<file path="src/rtl/ex_muldiv.sv">
// Iterative RV32M multiply/divide unit for the EX stage: fixed 34-cycle occupancy
// (1 IDLE + 32 CALC + 1 DONE), holding the front end via stall_o while it computes.
module ex_muldiv #(
  parameter int XLEN  = 32,
  parameter int CNT_W = 5
) (
  input  logic            sys_clk,
  input  logic            sys_start,
  input  logic [31:0]     instr_i,
  input  logic [XLEN-1:0] op_a_i,
  input  logic [XLEN-1:0] op_b_i,
  input  logic            flush_i,
  output logic            stall_o,
  output logic            done_o,
  output logic [XLEN-1:0] result_o,
  output logic            busy_o
);

  typedef enum logic [1:0] {S_IDLE, S_CALC, S_DONE} state_t;

  state_t              state, state_nxt;
  logic [CNT_W-1:0]    cnt;
  logic [2*XLEN-1:0]   prod;
  logic [XLEN-1:0]     b_q;
  logic [2:0]          op_q;
  logic                neg_q, dz_q, ovf_q;

  logic                is_m, is_div, start;
  logic [2:0]          f3;
  logic                sgn_a_en, sgn_b_en, sa, sb;
  logic [XLEN-1:0]     a_mag, b_mag;
  logic                neg_start, dz_start, ovf_start;

  logic [XLEN:0]       mul_sum, div_shift, div_diff;
  logic [2*XLEN-1:0]   prod_nxt, prod_sgn;
  logic [XLEN-1:0]     quot, rem, res;
  logic                unused_bits;

  // Decode and operand preparation for the op being launched this cycle
  always_comb begin
    f3        = instr_i[14:12];
    is_m      = (instr_i[6:0] == 7'b0110011) && (instr_i[31:25] == 7'b0000001);
    is_div    = f3[2];
    sgn_a_en  = is_div ? ~f3[0] : ((f3 == 3'b001) || (f3 == 3'b010));
    sgn_b_en  = is_div ? ~f3[0] : (f3 == 3'b001);
    sa        = sgn_a_en & op_a_i[XLEN-1];
    sb        = sgn_b_en & op_b_i[XLEN-1];
    a_mag     = sa ? (~op_a_i + 1'b1) : op_a_i;
    b_mag     = sb ? (~op_b_i + 1'b1) : op_b_i;
    neg_start = (is_div && f3[1]) ? sa : (sa ^ sb);
    dz_start  = is_div && (op_b_i == '0);
    ovf_start = is_div && !f3[0] && (op_a_i == {1'b1, {(XLEN-1){1'b0}}}) && (op_b_i == '1);
  end

  always_ff @(posedge sys_clk or negedge sys_start) begin
    if (!sys_start) state <= S_IDLE;
    else            state <= state_nxt;
  end

  always_comb begin
    state_nxt = state;
    start     = 1'b0;
    case (state)
      S_IDLE: begin
        if (is_m && !flush_i) begin
          state_nxt = S_CALC;
          start     = 1'b1;
        end
      end
      S_CALC: begin
        if (flush_i)          state_nxt = S_IDLE;
        else if (cnt == '1)   state_nxt = S_DONE;
      end
      // The M instruction is still at ID/EX here; leaving unconditionally keeps it from relaunching.
      S_DONE:  state_nxt = S_IDLE;
      default: state_nxt = S_IDLE;
    endcase
  end

  // prod holds {accumulator, multiplier} for multiplies and {remainder, dividend/quotient} for divides
  always_comb begin
    mul_sum   = {1'b0, prod[2*XLEN-1:XLEN]} + (prod[0] ? {1'b0, b_q} : '0);
    div_shift = {prod[2*XLEN-1:XLEN], prod[XLEN-1]};
    div_diff  = div_shift - {1'b0, b_q};
    if (!op_q[2])
      prod_nxt = {mul_sum, prod[XLEN-1:1]};
    else if (!div_diff[XLEN])
      prod_nxt = {div_diff[XLEN-1:0], prod[XLEN-2:0], 1'b1};
    else
      prod_nxt = {div_shift[XLEN-1:0], prod[XLEN-2:0], 1'b0};
  end

  always_ff @(posedge sys_clk or negedge sys_start) begin
    if (!sys_start) begin
      cnt   <= '0;
      prod  <= '0;
      b_q   <= '0;
      op_q  <= '0;
      neg_q <= 1'b0;
      dz_q  <= 1'b0;
      ovf_q <= 1'b0;
    end else if (start) begin
      cnt   <= '0;
      prod  <= {{XLEN{1'b0}}, a_mag};
      b_q   <= b_mag;
      op_q  <= f3;
      neg_q <= neg_start;
      dz_q  <= dz_start;
      ovf_q <= ovf_start;
    end else if (state == S_CALC) begin
      if (flush_i) begin
        cnt <= '0;
      end else begin
        cnt  <= cnt + 1'b1;
        prod <= prod_nxt;
      end
    end
  end

  // A zero divisor leaves the dividend magnitude as remainder, so the sign fix-up restores op_a
  always_comb begin
    prod_sgn = neg_q ? (~prod + 1'b1) : prod;
    quot     = prod[XLEN-1:0];
    rem      = prod[2*XLEN-1:XLEN];
    case (op_q)
      3'b000:         res = prod[XLEN-1:0];
      3'b001, 3'b010,
      3'b011:         res = prod_sgn[2*XLEN-1:XLEN];
      3'b100, 3'b101: res = dz_q ? '1 : (ovf_q ? {1'b1, {(XLEN-1){1'b0}}} :
                                         (neg_q ? (~quot + 1'b1) : quot));
      default:        res = ovf_q ? '0 : (neg_q ? (~rem + 1'b1) : rem);
    endcase
  end

  assign stall_o     = sys_start && (((state == S_IDLE) && is_m && !flush_i) || (state == S_CALC));
  assign busy_o      = (state == S_CALC);
  assign done_o      = (state == S_DONE);
  assign result_o    = done_o ? res : '0;
  assign unused_bits = ^{instr_i[24:15], instr_i[11:7], prod_sgn[XLEN-1:0]};

endmodule
</file>
<file path="config.mk">
export PLATFORM = sky130hd
export DESIGN_NAME = ex_muldiv
export DESIGN_NICKNAME = d
export VERILOG_FILES = /design/src/rtl/ex_muldiv.sv
export SDC_FILE = /design/constraint.sdc
export NUM_CORES = 1
export LEC_CHECK = 0
export CAP_MARGIN = 20
export CORE_UTILIZATION = 60
export CTS_CLUSTER_DIAMETER = 120
export CTS_CLUSTER_SIZE = 16
export DETAILED_ROUTE_END_ITERATION = 6
export MAX_ROUTING_LAYER = met4
export PLACE_DENSITY_LB_ADDON = 0.12
export SLEW_MARGIN = 20
export SYNTH_ARGS = -nofsm -noshare
export SYNTH_HDL_FRONTEND = slang
export SYNTH_SLANG_ARGS = --single-unit
</file>
<file path="constraint.sdc">
create_clock -name sys_clk -period 4.7 [get_ports sys_clk]
set_input_delay 0.94 -clock sys_clk [delete_from_list [all_inputs] [get_ports sys_clk]]
set_output_delay 0.94 -clock sys_clk [all_outputs]
set_load 0.005 [all_outputs]
</file>
# Word-level counts from Yosys, hierarchy flattened
# Index checks and enable logic that the tools add are counted.
# classes
bitwise	9
addsub	8
eq_ne	17
n_reduce_logical	22
n_mux	28
# ops
op	n
two-way mux 64 bit	6
two-way mux 32 bit	9
adder 32 x 1 -> 32 bit (second input constant)	4
inverter 32 bit	4
case mux 32 bit (3 select lines)	1
adder 64 x 1 -> 64 bit (second input constant)	1
equality test 32 bit (second input constant)	2
inverter 64 bit	1
adder 32 x 32 -> 33 bit	1
subtractor 33 x 32 -> 33 bit	1
logical NOT 32 bit	1
two-way mux 5 bit	3
logical AND 1 bit	10
equality test 3 x 2 -> 1 bit (second input constant)	3
equality test 7 x 1 -> 1 bit (second input constant)	1
equality test 7 x 6 -> 1 bit (second input constant)	1
equality test 3 x 1 -> 1 bit (second input constant)	2
equality test 3 bit (second input constant)	2
two-way mux 2 bit	3
adder 5 x 1 -> 5 bit (second input constant)	1
equality test 5 bit (second input constant)	1
two-way mux 1 bit	5
case mux 2 bit (2 select lines)	1
AND reduction 2 bit	2
15 further kinds	18
# totals
register_bits	109
input_bits	99
output_inout_bits	35
elab_cells	92

# Longest topological paths before layout
# Gate-level depths: netlist of the first run.
# logic_depth
word_depth	7
mapped_depth	14
mapped_depth_nobuf	13

# Worst setup path before layout of the first run
# OpenSTA, ideal clock, no wires.
# synth_timing
path_kind	reg-to-output
from	register prod[0]
to	output port result_o[22]
setup_slack_ns	0.677
path_buffers	2
t_required_ns	3.760
stages_incl_launch_ff	13
arrival_time_ns	3.083
path_cell_list	dfrtp_1 > inv_1 > clkbuf_1 > ha_1 > nand2b_1 > or4_1 > or3_1 > clkbuf_1 > or3_1 > o31ai_1 > xnor2_1 > nand2_1 > a31oi_1
# synth_between
elab_chain_cells	7
elab_cells_between_ends	10
classes_between	2 x add/sub; 6 x mux; 2 x bitwise
# synth_lines
item	line_no	rtl
start: declaration	23	logic [2*XLEN-1:0] prod;
start signal: assignment	104	prod <= {{XLEN{1'b0}}, a_mag};
start signal: assignment	115	prod <= prod_nxt;
inverter 32 bit	130	(neg_q ? (~quot + 1'b1) : quot));
adder 32 x 1 -> 32 bit	130	
two-way mux 32 bit	130	
two-way mux 32 bit (2 in a row)	129	3'b100, 3'b101: res = dz_q ? '1 : (ovf_q ? {1'b1, {(XLEN-1){1'b0}}} :
case mux 32 bit (3 select lines) (*)	125	case (op_q)
two-way mux 32 bit (*)	138	assign result_o = done_o ? res : '0;
end: declaration	15	output logic [XLEN-1:0] result_o,
# Mark *: on every way between the ends. The rest lies on a longest branch, timed or not.

# Final worst setup path of the first run
# layout_timing
from	register prod[18]
to	output port result_o[28]
# The elaborated chain is that of the path after synthesis.

==> results by group, run 1 <==
Logic synthesis
  – Largest family of logic cells by synthesized area: compound AO/OA/AOI/OAI gates
  – Post-synthesis sequential area ratio: 0.205
  – Yosys reg bits: between 100 and 150
  – Post-synth EDFFs: 0
  – Post-synthesis instance total: 1829
  – Synth Area in Compound Gates: 0.290
  – Synth Area per Inst: 7.27 um2
  – Ys Warns: 0
  – Mapped cell area: about 13000 um2
  – Synth area leaders: dfrtp_1 21%, o21ai_0 8.4%, ha_1 6.7%
  – Mux cell area share after synthesis: 0.0385
  – FFs w/ async S/R, synth: 1.00
  – Yosys top cell area share: 0.205
  – Adder-cell share of the synthesized area: 0.0698
  – Synth unique cells: 80
  – Synth area leader: dfrtp_1
  – Synthesized Nets: roughly 2000
  – Top_reg_cell synth: dfrtp_1
  – Xor/xnor share of the synthesized area: 0.115
  – Simple-gate portion of the synthesized area: 0.231

Worst setup path
  – Crit path to: result_o[28]
  – Reg-to-reg endpoint: prod[45]
  – Worst r2r path cells: 10
  – Crit path launch type: register
  – Worst Path Required: around 3.8 ns
  – FF-to-FF Start: prod[42]
  – Reg2reg setup slack: roughly 0.63 ns
  – Worst setup path start: prod[18]
  – CP Data Arrival Time: roughly 3.8 ns
  – Crit path kind: register to primary output
  – Worst setup EP type: primary output
  – Max FO, Critical Path: 6

Detailed routing
  – Vias: roughly 15000
  – Iter 0 DRT Violations: roughly 1700
  – DR vias/cell: 6.78
  – Pre-antenna DRT Iters: 7
  – Final ANT Viol Nets: 0
  – Routed wire per std cell: 21.4 um
  – DRC: 13
  – Routed WL: 47600 um

Floorplanning
  – Die height: between 150 and 200 um
  – Rows: 54
  – Initial Util: 0.611
  – Core Area: ~22000 um2
  – Die ar.: roughly 23000 um2
  – Die W: 151 um
  – Boundary Pins: roughly 130

Clock network
  – CTS tree: yes
  – Clock root buffer: clkbuf_16
  – Worst-skew pair later-pin latency: between 0.3 and 0.4 ns
  – H-tree Lvls: 3
  – CTS Buffer Depth: 2
  – Clock-pin slew on the worst setup and hold paths: roughly 0.080 ns
  – CTS Hold Bufs: 0
  – Number of clock sinks: between 100 and 150
  – CTS Buf Count: 9

Cells and area
  – Layout Cells excl Fill: 2226
  – Final Cell Area: around 16000 um2
  – Fill cells: roughly 1800
  – Most frequent cells in the layout: 216 x o21ai_0, 215 x nand2_1, 141 x nor2_1
  – Area Growth Syn to Fin: 18.2%
  – Nets@finish: 2113
  – Commonest non-fill, non-tap cell in the layout: o21ai_0
  – Layout cell share with drive strength beyond 1: 0.103
  – Ant. Diodes: 0

Placement
  – Total placed cells including tap cells: between 2000 and 2500
  – Dpl cell area: around 15000 um2
  – IO Port Bufs: about 120
  – Placer Congestion: between 1 and 1.5
  – DP HPWL: between 30000 and 40000 um

Power and ir drop
  – Leak Pwr: ~0.0063 uW
  – VDD IR max: 0.000163 V
  – PwrDens: between 100 and 150 nW/um2

Run status
  – Failing checks: DRC, setup timing
  – Status: finished with violations

Timing
  – Final worst slack: -0.00224 ns
  – Total negative slack: -0.00224 ns
  – Slew Viols, Final: 0
  – Fin Clk Skew: around 0.0075 ns
  – Crit path time final: approximately 4.7 ns
  – RSZ-0062 raised after global routing: true
  – Endpoints failing setup: 1
  – Post-route clock period utilization: 1.00
  – Worst Tran Pin Value: ~0.96 ns
  – Final-report hold violation count: 0
  – Max-slew headroom: 0.363
  – Achievable Freq: around 210 MHz
  – Hold_ws: between 0.4 and 0.5 ns

GRT
  – Vias in the first global route: roughly 13000
  – Largest net degree at the start of global routing: ~120
  – Tot GR Track Use: 0.425
  – Total gr overflow: 0
  – Initial antenna violation count: 0
  – First-pass GRT wire length: 72000 um

Worst hold path
  – Worst Hold Class: register to register

Flow run
  – Max-Cap Viols: 0
[cell usage after synthesis (7+ instances only)]
| master | count |
|---|---|
| clkbuf_1 | 108 |
| a21oi_1 | 124 |
| o41ai_1 | 13 |
| nor4_1 | 13 |
| o31ai_1 | 39 |
| nand2b_1 | 22 |
| nor2b_1 | 14 |
| o21a_1 | 14 |
| o221ai_1 | 11 |
| and2_1 | 15 |
| nand2_1 | 216 |
| nor3_1 | 39 |
| xnor2_1 | 97 |
| or4_1 | 19 |
| or3_1 | 42 |
| inv_1 | 58 |
| o21ai_0 | 224 |
| a31oi_1 | 21 |
| o211ai_1 | 17 |
| o2111a_1 | 7 |
| nor2_1 | 142 |
| nand3_1 | 27 |
| nand4_1 | 20 |
| dfrtp_1 | 109 |
| ha_1 | 71 |
| mux2i_1 | 50 |
| a21o_1 | 26 |
| a211oi_1 | 21 |
| and3_1 | 15 |
| or2_2 | 12 |
| xor2_1 | 78 |
| o22ai_1 | 8 |
| a22oi_1 | 14 |
[cell type report]
type	instances	area, um2	area share
clock inverters	7	85.1	0.00541
multi-input cells	1544	10200	0.646
well taps	280	350	0.0223
clock buffers	9	225	0.0143
inverters	59	221	0.0141
repair buffers	218	1940	0.123
flip-flops and latches	109	2730	0.174
[per-stage QoR]
| stage | utilization | setup slack (ns) | power, uW |
|---|---|---|---|
| after floorplan | - | 0.677 | 1290 |
| after global placement | 0.693 | 0.118 | 1520 |
| after detailed placement | 0.693 | 0.0762 | 1530 |
| after CTS | 0.714 | -0.0893 | 2340 |
| after global routing | 0.722 | -0.0861 | 2430 |
| final | 0.722 | -0.00224 | 2350 |
[worst max-delay path, cell delays in order (launching register included)]
cell	delay [ns]
dfrtp_1	0.39
or4_4	0.56
or4_4	0.45
or3_4	0.39
or2_4	0.34
o21ai_1	0.23
nand2_1	0.11
xor2_1	0.16
a222oi_1	0.25
nor2_1	0.08
clkdlybuf4s50_1	0.44
[what timing repair did]
| item | in CTS | in global routing |
|---|---|---|
| pin swaps | 14 | 21 |
| setup buffers | 4 | 6 |
| setup endpoints to repair | 27 | 22 |
| resized for setup | 43 | 39 |
| gates cloned | 0 | 0 |
[how the worst min path moves through the flow]
stage | from | to | depth (start not counted)
2_1_floorplan | b_q[10] | b_q[10] | 2
3_3_place_gp | b_q[26] | b_q[26] | 2
3_5_place_dp | b_q[12] | b_q[12] | 2
4_1_cts | b_q[12] | b_q[12] | 2
5_1_grt | b_q[5] | b_q[5] | 2
6_report | b_q[3] | b_q[3] | 2
[cells by family (layout without fill, tap and decap cells)]
kind of cell | after synthesis | after routing
mux | 51 | 51
compound gates | 616 | 616
xor+xnor | 175 | 175
simple gates | 629 | 629
flops | 109 | 109
buf+inv | 176 | 293
fa+ha+maj | 73 | 73
[layer usage]
layer  GRT usage  wire length (um)  vias up
met2       0.619             20700      959
met4       0.163              1540        0
met1       0.579             19700     7094
met3      0.0837              5620      126
li1            -                 -     6916
met5           -                 0        -
[state kept, by name (all words and copies together) (netlist names)]
register / cells
op_q: 3
dz_q: 1
prod: 64
cnt: 5
b_q: 32
state: 2
ovf_q: 1
neg_q: 1
[report_power, final]
group | internal (uW) | switching, uW | total, uW
Sequential | 955 | 21.1 | 976
Combinational | 246 | 311 | 557
Clock | 422 | 398 | 820
Total | 1620 | 730 | 2350
No activity file was read; power rests on OpenSTA's default activity.
==> inputs of run 2 (changes only) <==
--- a/config.mk
+++ b/config.mk
@@ -8,7 +8,6 @@
 export CAP_MARGIN = 20
 export CORE_UTILIZATION = 60
 export CTS_CLUSTER_DIAMETER = 120
-export CTS_CLUSTER_SIZE = 16
 export DETAILED_ROUTE_END_ITERATION = 6
 export MAX_ROUTING_LAYER = met4
 export PLACE_DENSITY_LB_ADDON = 0.12
==> results of run 2 <==
Final layout, timing and power as in run 1 (identical DEF).
==> inputs of run 3 (changes only) <==
--- a/config.mk
+++ b/config.mk
@@ -9,6 +9,7 @@
 export CORE_UTILIZATION = 60
 export CTS_CLUSTER_DIAMETER = 120
 export DETAILED_ROUTE_END_ITERATION = 6
+export GPL_ROUTABILITY_DRIVEN = 0
 export MAX_ROUTING_LAYER = met4
 export PLACE_DENSITY_LB_ADDON = 0.12
 export SLEW_MARGIN = 20
==> run 3 against run 2 <==
Net effect:
- the run ends with DRC left
- highest routed layer unchanged
- sequential cell count unchanged
- first-iteration DRC count increased by 13%
- critical path depth did not move
- maximum frequency up 0.46%
- register-to-register slack lost 0.09 ns
- wire length down 3.2%
- combinational power increased by 2%
- clock power shrank 4.9%
- die area unchanged
- power decreased by 1.4%
- worst setup slack better by 0.021 ns
- largest power group unchanged
==> results by group, run 3 (synthesized netlist as in run 1, its figures left out) <==
Run status
  – Status: finished with violations
  – Failing checks: DRC

Clock network
  – CTS Hold Bufs: 0 (unchanged)
  – Worst-skew pair later-pin latency: 0.38 ns (+0.02 ns)
  – Clock-pin slew on the worst setup and hold paths: 0.08 ns (about the same)
  – CTS Buffer Depth: 2 (unchanged)
  – Clock root buffer: clkbuf_16
  – CTS Buf Count: 9 (unchanged)
  – Number of clock sinks: 109 (unchanged)
  – CTS tree: yes
  – H-tree Lvls: 3 (unchanged)

GRT
  – Vias in the first global route: 13300 (-0.70%)
  – Initial antenna violation count: 0 (unchanged)
  – Largest net degree at the start of global routing: 118 (unchanged)
  – First-pass GRT wire length: 69600 um (-3.5%)
  – Tot GR Track Use: 0.408 (-0.0176)
  – Total gr overflow: 0 (unchanged)

Detailed routing
  – Routed wire per std cell: 20.7 um (-3.1%)
  – DRC: 8 (-5)
  – Routed WL: 46100 um (-3.2%)
  – Pre-antenna DRT Iters: 7 (unchanged)
  – Vias: 15000 (-0.44%)
  – Final ANT Viol Nets: 0 (unchanged)
  – Iter 0 DRT Violations: 1914 (+13%)
  – DR vias/cell: 6.76 (-0.31%)

Timing
  – Final-report hold violation count: 0 (unchanged)
  – RSZ-0062 raised after global routing: true
  – Post-route clock period utilization: 0.996 (-0.00456)
  – Endpoints failing setup: 0 (-1)
  – Max-slew headroom: 0.358 (-0.00486)
  – Achievable Freq: 214 MHz (+0.46%)
  – Worst Tran Pin Value: 0.963 ns (+0.00729 ns)
  – Fin Clk Skew: 0.0193 ns (+0.0118 ns)
  – Slew Viols, Final: 0 (unchanged)
  – Crit path time final: 4.68 ns (-0.0214 ns)

Worst hold path
  – HP Start: b_q[27]
  – Worst Hold Class: register to register

Worst setup path
  – Worst setup path start: prod[15]
  – Crit path kind: register to primary output
  – Worst setup EP type: primary output
  – CP Data Arrival Time: 3.74 ns (-0.02 ns)
  – Crit path launch type: register
  – FF-to-FF Start: prod[0]
  – Max FO, Critical Path: 5 (-1)
  – Worst Path Required: 3.76 ns (about the same)

Floorplanning
  – Die ar.: 22800 um2 (unchanged)
  – Die W: 151 um (unchanged)
  – Rows: 54 (unchanged)
  – Die height: 151 um (unchanged)
  – Boundary Pins: 134 (unchanged)
  – Initial Util: 0.611 (unchanged)
  – Core Area: 21800 um2 (unchanged)

Power and ir drop
  – VDD IR max: 0.000175 V (+7.7%)
  – Clock power frac: 0.336 (-0.012)
  – Sequential share of power: 0.420 (+0.005)
  – Sw frac: 0.322 (+0.0119)
  – Internal: 1570 uW (-3.1%)
  – Leak Pwr: 0.00645 uW (+1.6%)
  – Gate power share: 0.244 (+0.007)
  – P_sw: 748 uW (+2.4%)
  – PwrDens: 147 nW/um2 (-1.6%)

Cells and area
  – Largest regs: prod (64), b_q (32), cnt (5)
  – Layout cell share with drive strength beyond 1: 0.103 (+0.000673)
  – Fill cells: 1825 (-0.16%)
  – Largest Register: prod
  – Ant. Diodes: 0 (unchanged)
  – Final Util: 0.724 (+0.00144)
  – Most frequent cells in the layout: 217 x o21ai_0, 215 x nand2_1, 142 x nor2_1
  – Commonest non-fill, non-tap cell in the layout: o21ai_0
  – Area Growth Syn to Fin: 18.4%
  – Largest register FFs: 64 (unchanged)
  – Nets@finish: 2110 (-0.14%)
  – Layout Cells excl Fill: 2223 (-0.13%)

Flow run
  – Max-Cap Viols: 0 (unchanged)

Placement
  – DP HPWL: 34900 um (-4.8%)
  – IO Port Bufs: 118 (unchanged)
  – Total placed cells including tap cells: 2193 (-0.32%)
==> run 3: changes by cell type in the layout (fill, tap and decap cells not counted), sizes merged <==
cell,before,now
dlymetal6s2s,5,13
bufinv,1,0
clkinv,5,3
inv,59,61
clkdlybuf4s15,0,1
clkbuf,11,10
clkdlybuf4s50,101,98
dlygate4sd2,9,3
buf,101,100
==> run 3: timing repair <==
action                                  CTS  global route
pin swaps                                16            31
endpoints found under the setup margin   28            26
buffers inserted                          4            10
endpoints found under the hold margin     0             0
gates cloned                              0             0
gates resized for setup                  41            54
==> run 3: through the flow <==
stage | cell area (um2) | hold WS (ns) | setup slack, ns | total power, uW | setup TNS (ns)
global route | 15700 | 0.511 | -0.0781 | 2400 | -0.268
CTS | 15400 | 0.490 | -0.174 | 2300 | -0.658
detailed placement | 15000 | 0.473 | 0.117 | 1530 | 0
floorplan | 13300 | 0.450 | 0.677 | 1290 | 0
global placement | 15000 | 0.463 | 0.140 | 1520 | 0
finish | 15700 | 0.484 | 0.0192 | 2320 | 0
==> run 3: cell type report <==
| cell class | count | area [um2] | area share |
|---|---|---|---|
| clock buffer | 10 | 229 | 0.0145 |
| clock inverter | 6 | 53.8 | 0.00342 |
| inverter | 59 | 221 | 0.0141 |
| multi-input combinational | 1544 | 10200 | 0.648 |
| sequential | 109 | 2730 | 0.174 |
| tap | 280 | 350 | 0.0222 |
| timing repair buffer | 215 | 1950 | 0.124 |
==> run 3: power by group through the flow <==
stage	registers (uW)	clock network, uW	logic (uW)
2_1_floorplan	993	0	300
3_3_place_gp	991	0	528
3_5_place_dp	992	0	540
4_1_cts	974	779	544
5_1_grt	977	815	610
6_report	975	780	566
==> run 3: per-layer routing <==
layer  GRT usage  part of all wire
met3       0.104              0.13
met5           -                 0
met4       0.152             0.039
met1       0.552              0.41
met2       0.581              0.42
==> run 3: worst paths after layout <==
| kind | endpoint | cells after the start | slack [ns] |
|---|---|---|---|
| hold / removal | b_q[27] | 2 | 0.48 |
| max in group asynchronous | prod[62] | 3 | 3.12 |
| min in group asynchronous | prod[24] | 1 | 0.52 |
| setup reg to reg | prod[62] | 13 | 0.54 |
| setup / recovery | result_o[25] | 10 | 0.02 |
| hold reg to reg | b_q[27] | 2 | 0.48 |
==> run 3: critical path: stages (launching register included) <==
cell	delay, ns
dfrtp_1	0.38
or4_4	0.56
or4_4	0.45
or4_4	0.54
or2_4	0.30
o31a_1	0.29
nor2_2	0.12
xor2_1	0.19
o2111ai_1	0.12
and3_1	0.22
clkdlybuf4s15_1	0.20
